File: src/rtl/fam_edge_dispatcher_if.sv
// Edge stream input and four-lane edge output bus of the FAM edge dispatcher.
interface fam_edge_dispatcher_if #(
   parameter int ADDRW = 16,
   parameter int WL    = 32
);
   logic [ADDRW-1:0] in_src;
   logic [ADDRW-1:0] in_dst;
   logic [WL-1:0]    in_value;
   logic             in_valid;
   logic             in_ready;

   logic [ADDRW-1:0] src0, src1, src2, src3;
   logic [ADDRW-1:0] dst0, dst1, dst2, dst3;
   logic [WL-1:0]    value0, value1, value2, value3;
   logic             valid0, valid1, valid2, valid3;

   modport master (
      output in_src, in_dst, in_value, in_valid,
      input  in_ready,
      input  src0, src1, src2, src3, dst0, dst1, dst2, dst3,
      input  value0, value1, value2, value3, valid0, valid1, valid2, valid3
   );

   modport slave (
      input  in_src, in_dst, in_value, in_valid,
      output in_ready,
      output src0, src1, src2, src3, dst0, dst1, dst2, dst3,
      output value0, value1, value2, value3, valid0, valid1, valid2, valid3
   );
endinterface

File: src/rtl/fam_edge_dispatcher.sv
// Packs single edges into groups of up to four and drives them onto the FAM
// edge lanes, sequencing one counted phase with timeout flush of partial groups.
module fam_edge_dispatcher #(
   parameter int ADDRW   = 16,
   parameter int WL      = 32,
   parameter int CNTW    = 24,
   parameter int TIMEOUT = 8
) (
   input  logic                  clk,
   input  logic                  rst_n,
   input  logic                  ena,
   input  logic                  start,
   input  logic [CNTW-1:0]       edge_count,
   output logic                  busy,
   output logic                  done,
   output logic [CNTW-1:0]       groups_sent,
   fam_edge_dispatcher_if.slave  bus
);
   localparam int WAITW = $clog2(TIMEOUT + 1);

   typedef enum logic [1:0] {S_IDLE, S_COLLECT, S_DONE} state_t;

   state_t           r_state;
   logic [CNTW-1:0]  r_remaining;
   logic [CNTW-1:0]  r_groups;
   logic [2:0]       r_fill;
   logic [WAITW-1:0] r_wait;
   logic             r_done;
   logic [3:0]       r_valid;
   logic [ADDRW-1:0] r_slot_src [4];
   logic [ADDRW-1:0] r_slot_dst [4];
   logic [WL-1:0]    r_slot_val [4];
   logic [ADDRW-1:0] r_lane_src [4];
   logic [ADDRW-1:0] r_lane_dst [4];
   logic [WL-1:0]    r_lane_val [4];

   logic       w_in_ready, w_accept, w_emit_full, w_emit_last, w_emit_tmo, w_emit;
   logic [2:0] w_fill_next;

   assign w_in_ready  = ena & (r_state == S_COLLECT) & (r_remaining != '0);
   assign w_accept    = bus.in_valid & w_in_ready;
   assign w_fill_next = r_fill + 3'(w_accept);
   assign w_emit_full = w_accept & (r_fill == 3'd3);
   assign w_emit_last = w_accept & (r_remaining == CNTW'(1));
   assign w_emit_tmo  = ena & (r_state == S_COLLECT) & ~w_accept & (r_fill != 3'd0)
                        & (r_wait == WAITW'(TIMEOUT));
   assign w_emit      = w_emit_full | w_emit_last | w_emit_tmo;

   always_ff @(posedge clk or negedge rst_n) begin
      if (!rst_n) begin
         r_state     <= S_IDLE;
         r_remaining <= '0;
         r_groups    <= '0;
         r_fill      <= '0;
         r_wait      <= '0;
         r_done      <= 1'b0;
         r_valid     <= '0;
         for (int unsigned i = 0; i < 4; i++) begin
            r_slot_src[i] <= '0;
            r_slot_dst[i] <= '0;
            r_slot_val[i] <= '0;
            r_lane_src[i] <= '0;
            r_lane_dst[i] <= '0;
            r_lane_val[i] <= '0;
         end
      end else begin
         r_valid <= '0;
         r_done  <= 1'b0;
         if (ena) begin
            case (r_state)
               S_IDLE: begin
                  if (start) begin
                     r_remaining <= edge_count;
                     r_groups    <= '0;
                     r_fill      <= '0;
                     r_wait      <= '0;
                     r_state     <= (edge_count == '0) ? S_DONE : S_COLLECT;
                  end
               end
               S_COLLECT: begin
                  if (w_accept) begin
                     r_slot_src[r_fill[1:0]] <= bus.in_src;
                     r_slot_dst[r_fill[1:0]] <= bus.in_dst;
                     r_slot_val[r_fill[1:0]] <= bus.in_value;
                     r_remaining             <= r_remaining - CNTW'(1);
                  end
                  if (w_emit) begin
                     // The edge accepted on the emitting edge bypasses the slots.
                     for (int unsigned i = 0; i < 4; i++) begin
                        if (w_accept && (3'(i) == r_fill)) begin
                           r_lane_src[i] <= bus.in_src;
                           r_lane_dst[i] <= bus.in_dst;
                           r_lane_val[i] <= bus.in_value;
                        end else begin
                           r_lane_src[i] <= r_slot_src[i];
                           r_lane_dst[i] <= r_slot_dst[i];
                           r_lane_val[i] <= r_slot_val[i];
                        end
                        r_valid[i] <= (3'(i) < w_fill_next);
                     end
                     r_fill   <= '0;
                     r_wait   <= '0;
                     r_groups <= r_groups + CNTW'(1);
                     if (w_emit_last) r_state <= S_DONE;
                  end else if (w_accept) begin
                     r_fill <= w_fill_next;
                     r_wait <= '0;
                  end else if (r_fill != 3'd0) begin
                     r_wait <= r_wait + WAITW'(1);
                  end
               end
               S_DONE: begin
                  r_done  <= 1'b1;
                  r_state <= S_IDLE;
               end
               default: r_state <= S_IDLE;
            endcase
         end
      end
   end

   assign busy         = (r_state != S_IDLE);
   assign done         = r_done;
   assign groups_sent  = r_groups;
   assign bus.in_ready = w_in_ready;

   assign bus.src0   = r_lane_src[0];
   assign bus.src1   = r_lane_src[1];
   assign bus.src2   = r_lane_src[2];
   assign bus.src3   = r_lane_src[3];
   assign bus.dst0   = r_lane_dst[0];
   assign bus.dst1   = r_lane_dst[1];
   assign bus.dst2   = r_lane_dst[2];
   assign bus.dst3   = r_lane_dst[3];
   assign bus.value0 = r_lane_val[0];
   assign bus.value1 = r_lane_val[1];
   assign bus.value2 = r_lane_val[2];
   assign bus.value3 = r_lane_val[3];
   assign bus.valid0 = r_valid[0];
   assign bus.valid1 = r_valid[1];
   assign bus.valid2 = r_valid[2];
   assign bus.valid3 = r_valid[3];
endmodule
File: src/flat_wrapper.sv
// flat-port wrapper written by rule: the top's interface ports become plain ports
module fam_edge_dispatcher_flat 
#(
   parameter int ADDRW   = 16,
   parameter int WL      = 32,
   parameter int CNTW    = 24,
   parameter int TIMEOUT = 8
)
  (clk, rst_n, ena, start, edge_count, busy, done, groups_sent, bus_in_src, bus_in_dst, bus_in_value, bus_in_valid, bus_in_ready, bus_src0, bus_src1, bus_src2, bus_src3, bus_dst0, bus_dst1, bus_dst2, bus_dst3, bus_value0, bus_value1, bus_value2, bus_value3, bus_valid0, bus_valid1, bus_valid2, bus_valid3);
  fam_edge_dispatcher_if #(.ADDRW(ADDRW), .WL(WL)) bus_i ();
  input  logic clk;
  input  logic rst_n;
  input  logic ena;
  input  logic start;
  input  logic [CNTW-1:0] edge_count;
  output logic busy;
  output logic done;
  output logic [CNTW-1:0] groups_sent;
  input wire logic [$bits(bus_i.in_src)-1:0] bus_in_src;
  input wire logic [$bits(bus_i.in_dst)-1:0] bus_in_dst;
  input wire logic [$bits(bus_i.in_value)-1:0] bus_in_value;
  input wire logic [$bits(bus_i.in_valid)-1:0] bus_in_valid;
  output wire logic [$bits(bus_i.in_ready)-1:0] bus_in_ready;
  output wire logic [$bits(bus_i.src0)-1:0] bus_src0;
  output wire logic [$bits(bus_i.src1)-1:0] bus_src1;
  output wire logic [$bits(bus_i.src2)-1:0] bus_src2;
  output wire logic [$bits(bus_i.src3)-1:0] bus_src3;
  output wire logic [$bits(bus_i.dst0)-1:0] bus_dst0;
  output wire logic [$bits(bus_i.dst1)-1:0] bus_dst1;
  output wire logic [$bits(bus_i.dst2)-1:0] bus_dst2;
  output wire logic [$bits(bus_i.dst3)-1:0] bus_dst3;
  output wire logic [$bits(bus_i.value0)-1:0] bus_value0;
  output wire logic [$bits(bus_i.value1)-1:0] bus_value1;
  output wire logic [$bits(bus_i.value2)-1:0] bus_value2;
  output wire logic [$bits(bus_i.value3)-1:0] bus_value3;
  output wire logic [$bits(bus_i.valid0)-1:0] bus_valid0;
  output wire logic [$bits(bus_i.valid1)-1:0] bus_valid1;
  output wire logic [$bits(bus_i.valid2)-1:0] bus_valid2;
  output wire logic [$bits(bus_i.valid3)-1:0] bus_valid3;
  assign bus_i.in_src = bus_in_src;
  assign bus_i.in_dst = bus_in_dst;
  assign bus_i.in_value = bus_in_value;
  assign bus_i.in_valid = bus_in_valid;
  assign bus_in_ready = bus_i.in_ready;
  assign bus_src0 = bus_i.src0;
  assign bus_src1 = bus_i.src1;
  assign bus_src2 = bus_i.src2;
  assign bus_src3 = bus_i.src3;
  assign bus_dst0 = bus_i.dst0;
  assign bus_dst1 = bus_i.dst1;
  assign bus_dst2 = bus_i.dst2;
  assign bus_dst3 = bus_i.dst3;
  assign bus_value0 = bus_i.value0;
  assign bus_value1 = bus_i.value1;
  assign bus_value2 = bus_i.value2;
  assign bus_value3 = bus_i.value3;
  assign bus_valid0 = bus_i.valid0;
  assign bus_valid1 = bus_i.valid1;
  assign bus_valid2 = bus_i.valid2;
  assign bus_valid3 = bus_i.valid3;
  fam_edge_dispatcher #(.ADDRW(ADDRW), .WL(WL), .CNTW(CNTW), .TIMEOUT(TIMEOUT)) u_core (.clk(clk), .rst_n(rst_n), .ena(ena), .start(start), .edge_count(edge_count), .busy(busy), .done(done), .groups_sent(groups_sent), .bus(bus_i));
endmodule
File: config.mk
export PLATFORM = sky130hd
export DESIGN_NAME = fam_edge_dispatcher_flat
export DESIGN_NICKNAME = d
export VERILOG_FILES = /design/src/rtl/fam_edge_dispatcher_if.sv /design/src/rtl/fam_edge_dispatcher.sv /design/src/flat_wrapper.sv
export SDC_FILE = /design/constraint.sdc
export NUM_CORES = 1
export LEC_CHECK = 0
export BUFFER_PORTS_ARGS = -buffer_cell sky130_fd_sc_hd__buf_2
export CAP_MARGIN = 30
export CORE_MARGIN = 2
export CORE_UTILIZATION = 45
export CTS_BUF_LIST = sky130_fd_sc_hd__clkbuf_8
export DETAILED_ROUTE_END_ITERATION = 8
export PLACE_DENSITY = 0.66
export SKIP_LAST_GASP = 1
export SYNTH_ARGS = -nofsm -noshare
export SYNTH_HDL_FRONTEND = slang
export SYNTH_SLANG_ARGS = --single-unit
File: constraint.sdc
create_clock -name clk -period 7.6 [get_ports clk]
set_clock_uncertainty 0.05 [all_clocks]
set_input_delay 0.76 -clock clk [delete_from_list [all_inputs] [get_ports clk]]
set_output_delay 0.76 -clock clk [all_outputs]
set_load 0.1 [all_outputs]
== Word-level counts from Yosys, hierarchy flattened ==
Cells that the tools add are included.

* Register bits after elaboration: 574
* Latch bits: 0
* RAM bits: 0
* ROM bits: 0
* Bits of input ports: 93
* Output and inout bits: 287
* Word-level logic and storage cells: 130
* Memories kept: 0

* Add/subtract/negate cells: 4
* $mul: 0
* Div/mod/pow operators: 0
* $lt $le $gt $ge: 6
* Equality and inequality tests: 14
* Shift operators: 0
* Muxes and demuxes: 44
* Bitwise logic cells: 12
* Reduce and logical (&&, ||, !) cells: 19

{| class="wikitable"
|+ Operators with widths
! operator !! count
|-
| 32-bit 2-to-1 mux || 5
|-
| 16-bit 2-to-1 mux || 9
|-
| 128-bit bitwise mux || 1
|-
| 64-bit bitwise mux || 2
|-
| 24-bit 2-to-1 mux || 4
|-
| 24-bit case mux with 2 select lines || 2
|-
| 32-bit demux with 2-bit select || 1
|-
| 16-bit demux with 2-bit select || 1
|-
| 4-bit 2-to-1 mux || 7
|-
| 24-bit by 1-bit adder with 24-bit output, second input constant || 1
|-
| 24-bit by 1-bit equality test with 1-bit output, second input constant || 1
|-
| 24-bit logical NOT || 1
|-
| 24-bit nonzero test || 1
|-
| 24-bit by 1-bit subtractor with 24-bit output, second input constant || 1
|-
| 4-bit AND reduction || 5
|-
| 3-bit 2-to-1 mux || 3
|-
| 1-bit AND || 8
|-
| 2-bit 2-to-1 mux || 4
|-
| 4-bit case mux with 2 select lines || 1
|-
| 2-bit by 3-bit equality test with 1-bit output, first input constant || 2
|-
| 1-bit by 3-bit < comparator with 1-bit output, first input constant || 2
|-
| 2-bit by 3-bit < comparator with 1-bit output, first input constant || 2
|-
| 2-bit by 1-bit inequality test with 1-bit output, second input constant || 3
|-
| 3-bit case mux with 2 select lines || 1
|-
| 23 further kinds || 31
|}

== Depth between registers and ports, before layout ==
Gate-level depths: netlist of run 1.

* Depth in word-level cells: 12
* Gate-level depth with buffers: 15
* Depth with buffers taken out: 12

== Worst setup path after synthesis of run 1 ==
Ideal clock, no wire load.

* Path type: reg-to-output
* Start: register u_core.r_remaining[0]
* End: output bus_in_ready
* Data arrival time: 2.541 ns
* Data required time: 6.790 ns
* Setup slack: 4.249 ns
* Cell stages (with the launch flop): 6
* Path buffers: 0
* Path through: dfrtp_1 -> inv_1 -> ha_1 -> nor3b_2 -> and3_1 -> a21oi_1

* Word-level cells in the longest chain between the ends: 2

{| class="wikitable"
|+ Ends and longest elaborated chain
! item !! RTL line !! source
|-
| from (decl) || fam_edge_dispatcher.sv:24 || <nowiki>logic [CNTW-1:0] r_remaining;</nowiki>
|-
| from (signal assigned) || fam_edge_dispatcher.sv:73 || <nowiki>r_remaining <= edge_count;</nowiki>
|-
| from (signal assigned) || fam_edge_dispatcher.sv:85 || <nowiki>r_remaining <= r_remaining - CNTW'(1);</nowiki>
|-
| 24-bit nonzero test || fam_edge_dispatcher.sv:40 || <nowiki>assign w_in_ready = ena & (r_state == S_COLLECT) & (r_remaining != '0);</nowiki>
|-
| 1-bit AND || fam_edge_dispatcher.sv:40 ||
|-
| to (decl) || flat_wrapper.sv:23 || <nowiki>output wire logic [$bits(bus_i.in_ready)-1:0] bus_in_ready;</nowiki>
|}

No other way between the ends.

== Final worst setup path of run 1 ==
* Start: register u_core.r_state[0]
* End: register u_core.r_groups[0], in the netlist u_core.groups_sent[0]

* Word-level cells in the longest chain between the ends: 11
* Elaborated cells on any way between the ends: 18
* Those cells by class: eq/ne (3); mux (1); bitwise (11); reduce/logical (3)

{| class="wikitable"
|+ Ends and longest elaborated chain
! item !! RTL line !! source
|-
| from (decl) || fam_edge_dispatcher.sv:23 || <nowiki>state_t r_state;</nowiki>
|-
| from (signal assigned) || fam_edge_dispatcher.sv:77 || <nowiki>r_state <= (edge_count == '0) ? S_DONE : S_COLLECT;</nowiki>
|-
| 2-bit by 1-bit equality test with 1-bit output || fam_edge_dispatcher.sv:40, fam_edge_dispatcher.sv:45, fam_edge_dispatcher.sv:70 ||
|-
| 1-bit AND || fam_edge_dispatcher.sv:40, fam_edge_dispatcher.sv:45 ||
|-
| 1-bit AND || fam_edge_dispatcher.sv:40 ||
|-
| 1-bit AND || fam_edge_dispatcher.sv:41 || <nowiki>assign w_accept = bus.in_valid & w_in_ready;</nowiki>
|-
| 1-bit NOT || fam_edge_dispatcher.sv:45 || <nowiki>assign w_emit_tmo = ena & (r_state == S_COLLECT) & ~w_accept & (r_fill != 3'd0)</nowiki>
|-
| 1-bit AND (2 in series) || fam_edge_dispatcher.sv:45 ||
|-
| 1-bit AND || fam_edge_dispatcher.sv:46 || <nowiki>& (r_wait == WAITW'(TIMEOUT));</nowiki>
|-
| 1-bit bitwise OR || fam_edge_dispatcher.sv:47 || <nowiki>assign w_emit = w_emit_full | w_emit_last | w_emit_tmo;</nowiki>
|-
| 2-bit by 1-bit inequality test with 1-bit output (no source line) || - ||
|-
| 4-bit AND reduction (no source line) || - ||
|-
| to (signal assigned) || fam_edge_dispatcher.sv:103 || <nowiki>r_groups <= r_groups + CNTW'(1);</nowiki>
|-
| to (decl) || fam_edge_dispatcher.sv:25 || <nowiki>logic [CNTW-1:0] r_groups;</nowiki>
|}

Parallel ways exist; a longest one is shown, timed or not.
A chain may end at the register's enable or synchronous reset.

==> results of run 1 <==
## sequential cells by signal, summed over array words and instances, names as in the netlist, 4 cells and up
name,flops
u_core.bus.dst0,16
u_core.bus.dst1,16
u_core.bus.dst2,16
u_core.bus.dst3,16
u_core.bus.src0,16
u_core.bus.src1,16
u_core.bus.src2,16
u_core.bus.src3,16
u_core.bus.value0,32
u_core.bus.value1,32
u_core.bus.value2,32
u_core.bus.value3,32
u_core.groups_sent,24
u_core.r_remaining,24
u_core.r_slot_dst,64
u_core.r_slot_src,64
u_core.r_slot_val,128
u_core.r_valid,4
u_core.r_wait,4
## power groups by stage
stage / combinational, mW / sequential [mW] / clock [mW]
2_1_floorplan: 1.26 / 5.07 / 0
3_3_place_gp: 2.62 / 4.25 / 0
3_5_place_dp: 2.70 / 4.30 / 0
4_1_cts: 2.70 / 4.25 / 2.89
5_1_grt: 2.89 / 4.35 / 3.03
6_report: 2.68 / 4.27 / 2.81
## worst max-delay path, cell delays in order (launching register included)
cell and delay [ns]:
dfrtp_1 0.49, and2b_1 0.55, buf_4 0.38, nand2_1 0.24, nor4_1 0.52, a21oi_2 0.26, nand2_4 0.54, buf_4 0.68
o21ai_0 0.20, mux2_2 0.30
## final cells by class
cell class | count | area share
flip-flops and latches | 574 | 0.491
multi-input cells | 1426 | 0.333
repair buffers | 405 | 0.0757
clock buffers | 123 | 0.0579
well taps | 704 | 0.0301
clock inverters | 53 | 0.0107
inverters | 9 | 0.00124
diodes | 3 | 0.000257
## logic make-up after synthesis
logic type      Yosys count  share of synthesized area
mux                     451                      0.195
compound gates          409                     0.0952
fa+ha+maj                 7                    0.00353
xor+xnor                  4                    0.00141
buf+inv                 150                     0.0314
flops                   574                      0.579
simple gates            555                     0.0945
## routing by layer
layer / vias up / part of all wire / track usage
met5: - / 0 / 0
met4: 0 / 0.030 / 0.0920
met3: 102 / 0.065 / 0.0618
met2: 400 / 0.47 / 0.364
met1: 9046 / 0.43 / 0.295
li1: 8326 / - / -
## final timing paths
kind	endpoint	cells after the start	from	slack, ns
worst max-delay path	u_core.groups_sent[0]$_DFFE_PN0P_	9	u_core.r_state[0]$_DFFE_PN0P_	3.12
min in group asynchronous	u_core.bus.src2[4]$_DFFE_PN0P_	2	rst_n	0.63
worst min-delay path	u_core.r_state[1]$_DFFE_PN0P_	2	ena	0.29
max in group asynchronous	u_core.r_remaining[13]$_DFFE_PN0P_	3	rst_n	5.29
worst min register to register	u_core.bus.value0[7]$_DFFE_PN0P_	2	u_core.bus.value0[7]$_DFFE_PN0P_	0.42
worst max register to register	u_core.groups_sent[0]$_DFFE_PN0P_	9	u_core.r_state[0]$_DFFE_PN0P_	3.12
## per-stage QoR
stage / worst slack [ns] / cells / util / area, µm²
final: 3.12 / 3297 / 0.534 / 29200
after global routing: 2.73 / 3297 / 0.534 / 29200
after CTS: 3.16 / 3293 / 0.533 / 29200
after detailed placement: 3.20 / 3116 / 0.496 / 27200
after global placement: 3.47 / 3113 / 0.495 / 27100
after floorplan: 4.25 / 2150 / - / 24800
## synth_stat cells (all sizes together) (5+ instances only)
cell type  number  share of area
a21o            7         0.0021
a21oi          38         0.0081
a31o            5         0.0018
a31oi          84          0.021
and3           10         0.0025
buf            92          0.022
clkbuf         49         0.0075
dfrtp         574           0.58
ha              7         0.0035
inv             9         0.0015
mux2          258           0.12
mux2i         193          0.078
nand2         371          0.056
nand3          18         0.0036
nor2          100          0.015
nor3           12         0.0026
nor4           14         0.0046
o211ai          5         0.0015
o21ai         227          0.046
o22ai           6         0.0015
==> qor.yml, run 1 <==
clocking:
  cts_resized: 0
  ctsLongestPathBuffers: 3
  cts_sinks: 574
  clkLatencyLatePin_ns: 0.67
  cts_root_buf: "clkbuf_8"
  cts_tree: "done"
  clk_pin_slew_ns: 0.06
  cts_buffers: 97
  postCtsSetupRepairBufs: 0
  cts_htree_levels: 3
  postCtsHoldBufs: 1
detailed_routing:
  first_pass_iters: 4
  drtAntennaViolNets: 0
  avgRoutedWirePerCell_um: 19.6
  finalWirelength_um: 64700
  vias: 17900
  viasPerCell: 5.42
  drcViolationCount: 0
  dr.first_iter.drc_count: 1209
timing:
  drv_slew: 0
  max_freq_mhz: 223
  finalCriticalPeriod_ns: 4.48
  worst_pin_slew_ns: 1.12
  hold_violations: 0
  hold_ws_ns: 0.292
  min_period_over_period: 0.589
  setup_tns_ns: 0
  setup_viol: 0
  max_slew_margin: 0.254
  rsz0062_at_grt: "no"
grt:
  grt_max_degree: 232
  grt_pass1_wl_um: 102000
  grt_pass1_vias: 18200
  track_usage: 0.228
  antenna_found_initial: 3
  grt_overflow: 0
setup_path:
  endpoint_kind: "flop"
  crit_arrival_ns: 4.99
  path_max_fanout: 74
  start_kind: "flop"
  worstPathRequired_ns: 8.11
  crit_type: "flop to flop"
die:
  die_area_um2: 57000
  start_util: 0.453
  io_pins: 380
  rows: 86
  die_h_um: 239
  die_w_um: 239
  coreArea_um2: 54800
synthesis:
  synth_edf_count: 0
  synth_area_per_cell_um2: 11.5
  ys_warn_count: 0
  postSynth.asyncResetShare: 1.00
  ys_seq_area_frac: 0.579
  synthCells: 2150
  synth_area_um2: 24800
  ys_ff_latch: 574
  synth_cell_types: 75
  synth_fp_nets: 2250
  synth_top_flop_cell: "dfrtp_1"
power:
  power_density_nw_per_um2: 334
  p_leak_nw: 15.1
  intPower_mw: 6.27
  swShare: 0.357
  p_sw_mw: 3.48
  combPwrFrac: 0.275
  ir_worst_vdd_uv: 184
  total_power_mw: 9.75
  p_seq_frac: 0.437
  clock_power_share: 0.288
cells_and_area:
  layout-drive-gt1-share: 0.320
  nets: 2613
  fillCellCount: 4824
  regArea_um2: 14400
  multiInputGateArea_um2: 9730
  final_common_cell: "dfrtp_1"
  areaGrowthSynthToFinish_pct: 17.9
  mostFrequentLayoutCells: "dfrtp_1, buf_2, nand2_1"
worst_hold_path:
  min_path_type: "primary input to flop"
status:
  outcome: "complete, no violations"
run:
  cap_violations: 0
placed_design:
  dp_hpwl_um: 41600
  port_buffers: 379
  gp_congestion: 0.853
Power figures use the tool's default switching activity.
==> run 2, diff against run 1 <==
- PLACE_DENSITY: 0.66 -> 0.68
- clock period: 7.6 -> 4.1 ns (I/O delays scaled with it)
==> qor.yml, run 2 (synthesis results as in run 1) <==
grt:
  grt_overflow: 0  # unchanged
  grt_max_degree: 115  # -50%
  grt_pass1_vias: 18500  # +1.7%
  grt_pass1_wl_um: 104000  # +1.7%
  antenna_found_initial: 1  # -2
  track_usage: 0.233  # +0.00490
clocking:
  cts_root_buf: "clkbuf_8"
  postCtsSetupRepairBufs: 0  # unchanged
  cts_buffers: 95  # -2.1%
  clk_pin_slew_ns: 0.07  # about the same
  cts_htree_levels: 3  # unchanged
  clkLatencyLatePin_ns: 0.70  # +0.03 ns
  cts_tree: "done"
  ctsLongestPathBuffers: 3  # unchanged
  cts_sinks: 574  # unchanged
cells_and_area:
  stdcell_count: 3386  # +2.7%
  largest_register: "u_core.r_slot_val"
  mostFrequentLayoutCells: "dfrtp_1, buf_2, nand2_1"
  final_common_cell: "dfrtp_1"
  layout-drive-gt1-share: 0.314  # -0.00602
  final_area_um2: 30300  # +3.6%
  largest_register_ff_count: 128  # unchanged
  areaGrowthSynthToFinish_pct: 22.1
  reg_top3: "u_core.r_slot_val (128), u_core.r_slot_dst (64), u_core.r_slot_src (64)"
  nets: 2708  # +3.6%
timing:
  min_period_over_period: 0.841  # +0.252
  setup_viol: 0  # unchanged
  final.setup.worst_slack_ns: 0.651  # -2.47 ns
  max_slew_margin: 0.423  # +0.170
  worst_pin_slew_ns: 0.863  # -0.257 ns
  max_freq_mhz: 290  # +30%
  finalCriticalPeriod_ns: 3.45  # -1.03 ns
  hold_ws_ns: 0.0766  # -0.215 ns
  drv_slew: 0  # unchanged
  rsz0062_at_grt: "no"
  setup_tns_ns: 0  # unchanged
  hold_violations: 0  # unchanged
setup_path:
  crit_arrival_ns: 3.98  # -1.01 ns
  cpLargestDelayFamily: "compound AO/OA/AOI/OAI gates"
  endpoint_kind: "flop"
  crit_type: "flop to flop"
  crit_slowest_cell: "a21oi_2"
  worstPathRequired_ns: 4.63  # -3.48 ns
  cp_num_buf_inv: 2  # unchanged
  slowest_delay_ns: 0.72  # +0.04 ns
  path_max_fanout: 23  # -69%
  start_kind: "flop"
  cp_cell_sequence: "inv_1, ha_1, nor3b_2, and3_1, a21o_1, inv_4, nand4b_4, a21oi_2, a31oi_1, a211o_1"
placed_design:
  gp_congestion: 0.859  # +0.70%
  dp_hpwl_um: 42300  # +1.6%
  dp.cells: 3128  # +0.39%
  pre_cts_ws_ns: 0.677  # -2.52 ns
  port_buffers: 379  # unchanged
  dpl_cell_area_um2: 27400  # +0.87%
run:
  cap_violations: 0  # unchanged
detailed_routing:
  finalWirelength_um: 66300  # +2.4%
  first_pass_iters: 5  # +1
  vias: 18500  # +3.6%
  viasPerCell: 5.47  # +0.83%
  dr.first_iter.drc_count: 1199  # -0.83%
  drtAntennaViolNets: 0  # unchanged
  avgRoutedWirePerCell_um: 19.6  # -0.25%
  drcViolationCount: 0  # unchanged
worst_hold_path:
  min_path_type: "primary input to flop"
power:
  ir_worst_vdd_uv: 434  # +140%
  p_leak_nw: 15.5  # +2.8%
  power_density_nw_per_um2: 599  # +80%
die:
  rows: 86  # unchanged
  die_area_um2: 57000  # unchanged
  io_pins: 380  # unchanged
  die_w_um: 239  # unchanged
  start_util: 0.453  # unchanged
  die_h_um: 239  # unchanged
  coreArea_um2: 54800  # unchanged
status:
  outcome: "complete, no violations"
## run 2: what timing repair did
item | in CTS | in global routing
endpoints found under the hold margin | 413 | 0
gates resized for setup | 0 | 0
endpoints found under the setup margin | 0 | 0
hold buffers | 87 | 0
## run 2: per-stage QoR
stage | utilization | total power, mW
2_1_floorplan | - | 11.7
3_3_place_gp | 0.501 | 12.7
3_5_place_dp | 0.501 | 13.0
4_1_cts | 0.553 | 18.3
5_1_grt | 0.553 | 19.1
6_report | 0.553 | 18.1
## run 2: where the power goes
part           total, mW  internal, mW  leakage [nW]  switching [mW]
Combinational       5.00          1.79          6.65            3.21
Clock               5.21          2.84          1.13            2.37
Sequential          7.93          7.05          7.70           0.884
Total               18.1          11.7          15.5            6.46
## run 2: final timing paths
check | start | to | slack, ns | depth (start not counted)
worst min register to register | u_core.bus.value0[20]$_DFFE_PN0P_ | u_core.bus.value0[20]$_DFFE_PN0P_ | 0.42 | 2
max in group asynchronous | rst_n | u_core.bus.value3[24]$_DFFE_PN0P_ | 2.67 | 3
worst min-delay path | edge_count[19] | u_core.r_remaining[19]$_DFFE_PN0P_ | 0.08 | 3
worst max-delay path | u_core.r_remaining[0]$_DFFE_PN0P_ | u_core.groups_sent[22]$_DFFE_PN0P_ | 0.65 | 10
min in group asynchronous | rst_n | u_core.bus.dst0[8]$_DFFE_PN0P_ | 0.26 | 2
worst max register to register | u_core.r_remaining[0]$_DFFE_PN0P_ | u_core.groups_sent[22]$_DFFE_PN0P_ | 0.65 | 10
## run 2: worst register-to-register path, stage by stage (launching register included)
cell and delay [ns]:
dfrtp_1 0.47, inv_1 0.11, ha_1 0.25, nor3b_2 0.19, and3_1 0.20, a21o_1 0.31
inv_4 0.20, nand4b_4 0.37, a21oi_2 0.73, a31oi_1 0.17, a211o_1 0.29
## run 2: cell type report
type	instances	area [µm²]
diodes	1	2.50
clock buffers	124	1710
clock inverters	46	279
fillers	4669	24500
inverters	9	36.3
multi-input cells	1426	9730
flip-flops and latches	574	14400
well taps	704	881
repair buffers	502	3290
## run 2: routing by layer
metal / routed length [µm] / track usage
met5: 0 / 0
met4: 1810 / 0.0919
met3: 4310 / 0.0550
met2: 31700 / 0.371
met1: 28500 / 0.308
